--- config.mk ---
export PLATFORM = sky130hd
export DESIGN_NAME = store_align_unit
export DESIGN_NICKNAME = d
export VERILOG_FILES = /design/src/rtl/store_align_unit.sv
export SDC_FILE = /design/constraint.sdc
export NUM_CORES = 1
export LEC_CHECK = 0
export BUFFER_PORTS_ARGS = -buffer_cell sky130_fd_sc_hd__buf_4
export CORE_ASPECT_RATIO = 1.25
export CORE_MARGIN = 3
export CORE_UTILIZATION = 49
export DETAILED_ROUTE_END_ITERATION = 16
export PLACE_DENSITY = 0.72
export SETUP_SLACK_MARGIN = 0.5
export SYNTH_ARGS = -nofsm -noshare
export SYNTH_HDL_FRONTEND = slang
export SYNTH_SLANG_ARGS = --single-unit
--- constraint.sdc ---
create_clock -name clk_i -period 2 [get_ports clk_i]
set_input_delay 0.4 -clock clk_i [delete_from_list [all_inputs] [get_ports clk_i]]
set_output_delay 0.4 -clock clk_i [all_outputs]
set_load 0.005 [all_outputs]
--- src/rtl/store_align_unit.sv ---
// Store alignment unit: turns a byte/half/word store at any byte address into
// one or two word-aligned, lane-positioned write beats toward data memory.
// Misaligned stores that cross a word boundary are either split into two
// beats or rejected with an error pulse, selected by MISALIGN_SPLIT.
module store_align_unit #(
   parameter bit MISALIGN_SPLIT = 1'b1
) (
   input  logic        clk_i,
   input  logic        rst_ni,
   input  logic        req_valid_i,
   output logic        req_ready_o,
   input  logic [31:0] req_addr_i,
   input  logic [31:0] req_data_i,
   input  logic [1:0]  req_size_i,
   output logic        mem_valid_o,
   input  logic        mem_ready_i,
   output logic [31:0] mem_addr_o,
   output logic [31:0] mem_wdata_o,
   output logic [3:0]  mem_wstrb_o,
   output logic        done_o,
   output logic        err_o,
   output logic        busy_o
);

   typedef enum logic [1:0] {IDLE, BEAT0, BEAT1, RESP} state_t;

   state_t      r_state;
   logic        r_spill;
   logic [31:0] r_b1_addr;
   logic [31:0] r_b1_wdata;
   logic [3:0]  r_b1_wstrb;
   logic        r_mem_valid;
   logic [31:0] r_mem_addr;
   logic [31:0] r_mem_wdata;
   logic [3:0]  r_mem_wstrb;
   logic        r_done;
   logic        r_err;

   logic [1:0]  w_off;
   logic [2:0]  w_n;
   logic [3:0]  w_mask;
   logic [31:0] w_bmask;
   logic        w_spill;
   logic        w_reject;
   logic [63:0] w_data_sh;
   logic [7:0]  w_strb_sh;
   logic [31:0] w_base;

   // Decode byte count and lane masks from the request size; 11 is illegal.
   always_comb begin
      w_n     = 3'd4;
      w_mask  = 4'b1111;
      w_bmask = 32'hFFFF_FFFF;
      case (req_size_i)
         2'b00: begin w_n = 3'd1; w_mask = 4'b0001; w_bmask = 32'h0000_00FF; end
         2'b01: begin w_n = 3'd2; w_mask = 4'b0011; w_bmask = 32'h0000_FFFF; end
         default: ;
      endcase
   end

   // Shift data and strobes across a double-word window: the low word is
   // beat 0, the high word is the spill into beat 1. Unused data bytes are
   // masked first so lanes without a strobe always carry zero.
   assign w_off     = req_addr_i[1:0];
   assign w_spill   = ({2'b00, w_off} + {1'b0, w_n}) > 4'd4;
   assign w_reject  = (req_size_i == 2'b11) || (!MISALIGN_SPLIT && w_spill);
   assign w_data_sh = {32'h0, req_data_i & w_bmask} << {w_off, 3'b000};
   assign w_strb_sh = {4'h0, w_mask} << w_off;
   assign w_base    = {req_addr_i[31:2], 2'b00};

   // Control FSM with registered beat/response outputs; both beats are
   // computed at acceptance so later req_* changes cannot disturb them.
   always_ff @(posedge clk_i or negedge rst_ni) begin
      if (!rst_ni) begin
         r_state     <= IDLE;
         r_spill     <= 1'b0;
         r_b1_addr   <= '0;
         r_b1_wdata  <= '0;
         r_b1_wstrb  <= '0;
         r_mem_valid <= 1'b0;
         r_mem_addr  <= '0;
         r_mem_wdata <= '0;
         r_mem_wstrb <= '0;
         r_done      <= 1'b0;
         r_err       <= 1'b0;
      end else begin
         case (r_state)
            IDLE: begin
               if (req_valid_i) begin
                  if (w_reject) begin
                     r_state <= RESP;
                     r_done  <= 1'b1;
                     r_err   <= 1'b1;
                  end else begin
                     r_state     <= BEAT0;
                     r_spill     <= w_spill;
                     r_mem_valid <= 1'b1;
                     r_mem_addr  <= w_base;
                     r_mem_wdata <= w_data_sh[31:0];
                     r_mem_wstrb <= w_strb_sh[3:0];
                     // 32-bit add wraps 0xFFFFFFFC to 0x00000000
                     r_b1_addr   <= w_base + 32'd4;
                     r_b1_wdata  <= w_data_sh[63:32];
                     r_b1_wstrb  <= w_strb_sh[7:4];
                  end
               end
            end
            BEAT0: begin
               if (mem_ready_i) begin
                  if (r_spill) begin
                     r_state     <= BEAT1;
                     r_mem_addr  <= r_b1_addr;
                     r_mem_wdata <= r_b1_wdata;
                     r_mem_wstrb <= r_b1_wstrb;
                  end else begin
                     r_state     <= RESP;
                     r_mem_valid <= 1'b0;
                     r_mem_addr  <= '0;
                     r_mem_wdata <= '0;
                     r_mem_wstrb <= '0;
                     r_done      <= 1'b1;
                  end
               end
            end
            BEAT1: begin
               if (mem_ready_i) begin
                  r_state     <= RESP;
                  r_mem_valid <= 1'b0;
                  r_mem_addr  <= '0;
                  r_mem_wdata <= '0;
                  r_mem_wstrb <= '0;
                  r_done      <= 1'b1;
               end
            end
            default: begin
               r_state <= IDLE;
               r_done  <= 1'b0;
               r_err   <= 1'b0;
            end
         endcase
      end
   end

   assign req_ready_o = (r_state == IDLE);
   assign busy_o      = (r_state != IDLE);
   assign mem_valid_o = r_mem_valid;
   assign mem_addr_o  = r_mem_addr;
   assign mem_wdata_o = r_mem_wdata;
   assign mem_wstrb_o = r_mem_wstrb;
   assign done_o      = r_done;
   assign err_o       = r_err;

endmodule

==> flow_metrics.py, run 1 <==
metrics = {
    "power_and_ir_drop": {
        "power.density_cell_area_nw_per_um2": 1670,
        "irDropWorstVdd_mv": 0.971,
        "pwr-share-comb_pct": 54.8,
        "swShare_pct": 39.3,
        "power_report.internal_total_mw": 10.2,
        "p_leak_nw": 4.56,
        "clock_share_of_power_pct": 18.2,
        "power_switching_mw": 6.57,
        "power.share.sequential_pct": 27.0,
    },
    "final_layout": {
        "layout.cells.most_common_list": "sky130_fd_sc_hd__buf_4, sky130_fd_sc_hd__dfrtp_1, sky130_fd_sc_hd__nand2_1",
        "final_core_utilization_pct": 77.8,
        "layout.cells.most_common": "sky130_fd_sc_hd__buf_4",
        "ant_diodes": 0,
        "area_growth_pct": 53.2,
        "multi_input_comb_area_um2": 3640,
        "layout.nets": 975,
        "share_of_post_route_cells_with_drive_strength_above_1_pct": 41.2,
        "final.fill_count": 804,
        "area.sequential_um2": 3230,
    },
    "floorplan": {
        "die-area_um2": 14700,
        "die_span_in_y_um": 135,
        "start_util_pct": 50.8,
        "ioPinCount": 143,
        "placement_rows": 46,
        "chipWidth_um": 109,
        "placeableCoreArea_um2": 12800,
    },
    "sta": {
        "worst-slew-pin-transition_ns": 0.673,
        "setup_viol_count_final": 0,
        "timing.final.crit_share_pct": 98.3,
        "timing_hold_violations_final": 0,
        "finalClockSkew_ns": 0.00670,
        "totalNegativeSetupSlack_ns": 0,
        "grt_setup_unrepaired": "true",
        "slew_headroom_pct": 55.0,
        "final_max_slew_viol_count": 0,
        "achievable-frequency_mhz": 509,
        "finalCriticalPeriod_ns": 1.97,
    },
    "critical_path": {
        "crit_path_end_kind": "flop",
        "critPathMaxFanout": 8,
        "cp.arrival_ns": 2.27,
        "timing_worst_setup_path_type": "reg -> reg",
        "critical_path.startpoint_type": "flop",
        "critical_path_required_ns": 2.31,
    },
    "global_routing": {
        "overflow": 0,
        "grt_max_degree": 55,
        "grt_first_pass_wirelength_um": 32400,
        "via_count_of_the_first_global_routing_pass": 6248,
        "antenna_found_initial": 0,
        "aggregate_global_route_resource_usage_pct": 28.6,
    },
    "detailed_routing": {
        "dr_total_vias": 6746,
        "firstDrtPassIters": 7,
        "route.detailed.drc": 0,
        "route.detailed.wl_per_inst_um": 23.2,
        "route.detailed.vias_per_inst": 6.26,
        "detail_route.iter0.violations": 569,
        "detail_route.wirelength_um": 25000,
        "ant_nets": 0,
    },
    "cts": {
        "number_of_buffers_added_by_the_clock_tree_synthesis_step": 17,
        "root_buffer_master": "sky130_fd_sc_hd__clkbuf_16",
        "cts_buffer_depth": 2,
        "tritoncts": "done",
        "worst_setup_hold_path_clk_slew_ns": 0.06,
        "clock_sink_count": 129,
        "clock_latency_ns": 0.43,
        "htreeDepth": 4,
    },
    "hold_path": {
        "min-delay-path-class": "in -> reg",
    },
    "synth": {
        "synth-seq-cells": 129,
        "seq_area_frac_synth_pct": 49.5,
        "post_synth_top_area_cell": "sky130_fd_sc_hd__dfrtp_1",
        "synth.avg_cell_area_um2": 9.23,
        "synth.distinct_cells": 49,
        "synth_largest_type_area_fraction_pct": 49.5,
        "synth.yosys.warnings": 0,
        "synth.area.top_cells": "sky130_fd_sc_hd__dfrtp_1, sky130_fd_sc_hd__o21ai_0, sky130_fd_sc_hd__nand2_1, sky130_fd_sc_hd__a22o_1, sky130_fd_sc_hd__a22oi_1",
        "syn_area_um2": 6520,
        "synthesis.instances": 707,
    },
    "placed_design": {
        "finalWeightedCongestion": 0.916,
        "port_buffers": 140,
        "place.detailed.hpwl_um": 13200,
    },
    "flow_run": {
        "max_cap_viol_count": 0,
    },
    "outcome": {
        "run_status": "finished clean",
    },
}
## metal layers
| metal | GRT usage (%) | share of wire, % | up-vias |
|---|---|---|---|
| met5 | 0 | 0 | - |
| met4 | 12.3 | 5.4 | 0 |
| met3 | 6.50 | 8.2 | 109 |
| met2 | 49.2 | 51 | 445 |
| met1 | 34.1 | 36 | 3297 |
| li1 | - | - | 2895 |
## layout make-up
cell class              count  share of cell area, %
flip-flops and latches    129                   32.3
inverters                  12                  0.551
clock inverters            10                   1.10
repair buffers            220                   22.8
clock buffers              22                   4.65
multi-input cells         517                   36.5
well taps                 168                   2.10
## path summary, 6_finish.rpt
| kind | cells past startpoint | to | slack, ns | startpoint |
|---|---|---|---|---|
| setup / recovery | 6 | mem_wdata_o[29]$_DFFE_PN0P_ | 0.03 | r_state[0]$_DFFE_PN0P_ |
| hold / removal | 2 | r_b1_wdata[19]$_DFFE_PN0P_ | 0.23 | req_data_i[27] |
| setup reg to reg | 6 | mem_wdata_o[29]$_DFFE_PN0P_ | 0.03 | r_state[0]$_DFFE_PN0P_ |
| hold reg to reg | 1 | mem_wstrb_o[1]$_DFFE_PN0P_ | 0.48 | mem_wstrb_o[1]$_DFFE_PN0P_ |
| max in group asynchronous | 3 | r_state[1]$_DFFE_PN0P_ | 0.86 | rst_ni |
| min in group asynchronous | 2 | done_o$_DFFE_PN0P_ | 0.48 | rst_ni |
## cell usage after synthesis, drive strengths merged
| cell type | count |
|---|---|
| a21boi | 1 |
| xor2 | 18 |
| nor3b | 2 |
| o22a | 1 |
| buf | 14 |
| xnor2 | 11 |
| o21ai | 125 |
| a2bb2oi | 3 |
| nand2b | 1 |
| and2 | 1 |
| or2 | 2 |
| or4 | 1 |
| nor4b | 1 |
| dfrtp | 129 |
| a22o | 24 |
| o31ai | 2 |
| ha | 7 |
| a311o | 1 |
| inv | 12 |
| nand3 | 12 |
| nor2 | 20 |
| mux2i | 1 |
| fa | 1 |
| a21oi | 35 |
| clkbuf | 38 |
| and4 | 3 |
| nand2 | 136 |
| nor2b | 28 |
| a32o | 8 |
| a222oi | 8 |
| o22ai | 1 |
| conb | 1 |
| mux2 | 10 |
| a21o | 2 |
| nor3 | 5 |
| a211o | 1 |
| a31oi | 1 |
| nand4 | 8 |
| a211oi | 1 |
| and3 | 3 |
| a22oi | 25 |
| nor4 | 3 |
## worst max-delay path, cell delays in order, from the launching register on
cell and delay, ns:
sky130_fd_sc_hd__dfrtp_2 0.45, sky130_fd_sc_hd__buf_4 0.15, sky130_fd_sc_hd__ha_2 0.22, sky130_fd_sc_hd__a311o_2 0.46, sky130_fd_sc_hd__buf_12 0.19, sky130_fd_sc_hd__clkbuf_16 0.16, sky130_fd_sc_hd__a22o_1 0.20
## kinds of logic (layout without fill, tap and decap cells)
| kind of cell | after synthesis | after routing | synth area share, % |
|---|---|---|---|
| compound gates | 239 | 239 | 22.5 |
| other cells | 1 | 2 | 0.0575 |
| simple gates | 226 | 228 | 16.5 |
| flops | 129 | 129 | 49.5 |
| xor+xnor | 29 | 29 | 3.89 |
| fa+ha+maj | 8 | 8 | 1.65 |
| buf+inv | 64 | 264 | 3.97 |
| mux | 11 | 11 | 1.88 |
## power by group through the flow
| stage | combinational [mW] | clock (mW) | sequential, mW |
|---|---|---|---|
| after floorplan | 3.30 | 0 | 4.21 |
| after global placement | 5.00 | 0 | 4.26 |
| after detailed placement | 5.17 | 0 | 4.31 |
| after CTS | 6.32 | 3.04 | 4.30 |
| after global routing | 9.64 | 3.19 | 4.60 |
| final | 9.16 | 3.04 | 4.51 |
## sequential cells by signal, summed over array words and instances, names as in the netlist
signal	cells
r_b1_addr	30
mem_valid_o	1
mem_addr_o	30
r_b1_wstrb	3
r_state	2
r_spill	1
done_o	1
mem_wstrb_o	4
mem_wdata_o	32
err_o	1
r_b1_wdata	24
## per-stage QoR
| step | power [mW] | worst slack (ns) | instance area (µm²) | std cells | hold WS, ns |
|---|---|---|---|---|---|
| finish | 16.7 | 0.0345 | 9990 | 1078 | 0.231 |
| global route | 17.4 | 0.0205 | 9990 | 1078 | 0.218 |
| CTS | 13.7 | 0.112 | 9010 | 1047 | 0.217 |
| detailed placement | 9.47 | 0.0380 | 8010 | 990 | 0.387 |
| global placement | 9.26 | 0.0893 | 8010 | 990 | 0.382 |
| floorplan | 7.51 | 0.130 | 6790 | 708 | 0.104 |
## what timing repair did
item                                   4_1_cts  5_1_grt
hold buffers                                 1        0
pin swaps                                   12       30
setup buffers                               16       15
endpoints found under the hold margin       32        0
resized for setup                           30      134
gates cloned                                 8       16
setup endpoints to repair                  129      131
No activity file was read; power rests on OpenSTA's default activity.
==> run 2: changes to the inputs <==
--- a/config.mk
+++ b/config.mk
@@ -11,7 +11,7 @@
 export CORE_UTILIZATION = 49
 export DETAILED_ROUTE_END_ITERATION = 16
 export PLACE_DENSITY = 0.72
-export SETUP_SLACK_MARGIN = 0.5
+export SETUP_SLACK_MARGIN = 0.05
 export SYNTH_ARGS = -nofsm -noshare
 export SYNTH_HDL_FRONTEND = slang
 export SYNTH_SLANG_ARGS = --single-unit
==> run 2 against run 1 <==
  * Final cell count decreased by 4.1%
  * Count of clock-buffer cells in the layout shrank 2
  * Highest routed layer unchanged
  * Sequential share of layout area up 5.1 points
  * Via count shrank 12%
  * Combinational power down 45%
  * Largest cell class is now registers
  * Non-clock buffer count is 41 lower
  * Critical endpoint is now mem_wstrb_o[3]$_DFFE_PN0P_
  * Critical path type unchanged
==> flow_metrics.py, run 2 (synthesized netlist as in run 1, its figures left out) <==
metrics = {
    "outcome": {
        "run_status": "finished clean",
    },
    "flow_run": {
        "max_cap_viol_count": 0,
    },
    "critical_path": {
        "timing_worst_setup_path_type": "reg -> reg",
        "critPathMaxFanout": 7,
        "critical_path_required_ns": 2.29,
        "critical_path.startpoint_type": "flop",
        "crit_path_end_kind": "flop",
        "cp.arrival_ns": 2.22,
    },
    "final_layout": {
        "number_of_flip_flops_under_the_largest_register_name": 32,
        "layout.cells.most_common_list": "sky130_fd_sc_hd__buf_4, sky130_fd_sc_hd__nand2_1, sky130_fd_sc_hd__dfrtp_1",
        "layout.nets": 932,
        "finish.instance_area_um2": 8620,
        "layout.cells.most_common": "sky130_fd_sc_hd__buf_4",
        "share_of_post_route_cells_with_drive_strength_above_1_pct": 28.1,
        "area_growth_pct": 32.2,
        "ant_diodes": 0,
    },
    "floorplan": {
        "die-area_um2": 14700,
        "die_span_in_y_um": 135,
        "start_util_pct": 50.8,
        "placement_rows": 46,
        "ioPinCount": 143,
        "placeableCoreArea_um2": 12800,
        "chipWidth_um": 109,
    },
    "power_and_ir_drop": {
        "p_leak_nw": 3.92,
        "power.density_cell_area_nw_per_um2": 1420,
        "irDropWorstVdd_mv": 0.962,
    },
    "detailed_routing": {
        "detail_route.iter0.violations": 430,
        "route.detailed.vias_per_inst": 5.71,
        "route.detailed.wl_per_inst_um": 17.5,
        "ant_nets": 0,
        "detail_route.wirelength_um": 18100,
        "route.detailed.drc": 0,
        "dr_total_vias": 5906,
        "firstDrtPassIters": 7,
    },
    "hold_path": {
        "min-delay-path-class": "in -> reg",
    },
    "sta": {
        "worst-slew-pin-transition_ns": 0.552,
        "setup_viol_count_final": 0,
        "slew_headroom_pct": 63.1,
        "final_max_slew_viol_count": 0,
        "grt_setup_unrepaired": "false",
        "timing.hold.ws_ns": 0.253,
        "timing.final.crit_share_pct": 96.8,
        "finalCriticalPeriod_ns": 1.94,
        "timing_hold_violations_final": 0,
        "achievable-frequency_mhz": 517,
        "finalClockSkew_ns": 0.00660,
    },
    "global_routing": {
        "aggregate_global_route_resource_usage_pct": 24.7,
        "grt_max_degree": 69,
        "overflow": 0,
        "grt_first_pass_wirelength_um": 28800,
        "antenna_found_initial": 0,
        "via_count_of_the_first_global_routing_pass": 5786,
    },
    "placed_design": {
        "placedInstanceArea_um2": 7960,
        "place.detailed.hpwl_um": 12700,
        "finalWeightedCongestion": 0.907,
        "port_buffers": 140,
    },
    "cts": {
        "clock_sink_count": 129,
        "worst_setup_hold_path_clk_slew_ns": 0.06,
        "htreeDepth": 4,
        "cts_buffer_depth": 2,
        "tritoncts": "done",
        "number_of_buffers_added_by_the_clock_tree_synthesis_step": 17,
        "clock_latency_ns": 0.40,
        "root_buffer_master": "sky130_fd_sc_hd__clkbuf_16",
    },
}
[run 2: metrics by stage]
stage	cells	setup TNS, ns	utilization [%]	power [mW]	setup slack [ns]
3_5_place_dp	997	-0.550	62.0	9.11	-0.0543
2_1_floorplan	708	0	-	6.90	0.0434
6_report	1034	0	67.2	12.3	0.0643
4_1_cts	1029	0	66.5	12.1	0.0475
5_1_grt	1034	0	67.2	13.1	0.00212
3_3_place_gp	997	0	62.0	8.90	0.0586
[run 2: area by class of cell]
cell class | instances | area [µm²]
inverters | 12 | 45.0
clock inverters | 11 | 115
repair buffers | 179 | 1480
fillers | 1041 | 4210
well taps | 168 | 210
clock buffers | 20 | 447
multi-input cells | 515 | 3100
flip-flops and latches | 129 | 3230
[run 2: worst paths after layout]
kind	endpoint	depth (start not counted)	startpoint	slack [ns]
worst max-delay path	mem_wstrb_o[3]$_DFFE_PN0P_	7	r_state[0]$_DFFE_PN0P_	0.06
worst min-delay path	r_b1_wdata[22]$_DFFE_PN0P_	2	req_data_i[30]	0.25
worst max register to register	mem_wstrb_o[3]$_DFFE_PN0P_	7	r_state[0]$_DFFE_PN0P_	0.06
worst min register to register	mem_wdata_o[10]$_DFFE_PN0P_	2	mem_wdata_o[10]$_DFFE_PN0P_	0.48
max in group asynchronous	mem_wdata_o[5]$_DFFE_PN0P_	3	rst_ni	1.01
min in group asynchronous	mem_wdata_o[31]$_DFFE_PN0P_	2	rst_ni	0.38
[run 2: worst max-delay path: stages, from the launching register on]
cell                      delay, ns
sky130_fd_sc_hd__dfrtp_1       0.41
sky130_fd_sc_hd__inv_2         0.09
sky130_fd_sc_hd__ha_4          0.18
sky130_fd_sc_hd__nor2_2        0.11
sky130_fd_sc_hd__o22ai_2       0.08
sky130_fd_sc_hd__a311o_2       0.49
sky130_fd_sc_hd__buf_6         0.18
sky130_fd_sc_hd__mux2_2        0.27
[run 2: layer usage]
metal / GRT usage [%] / up-vias / wire length [µm]
li1: - / 2793 / -
met1: 31.5 / 2819 / 7180
met2: 41.7 / 255 / 9240
met3: 3.73 / 39 / 1140
met4: 10.6 / 0 / 509
met5: 0 / - / 0
[run 2: timing repair]
item                                    CTS  global route
buffers inserted                          0             5
endpoints found under the setup margin   21            91
pin swaps                                 0             6
hold buffers                              1             0
resized for setup                         1            17
hold endpoints to repair                 11             0
[run 2: power breakdown]
part | internal [mW] | switching, mW | total, mW
Clock | 1.85 | 1.11 | 2.95
Sequential | 3.66 | 0.615 | 4.28
Combinational | 2.31 | 2.74 | 5.05
Total | 7.82 | 4.46 | 12.3
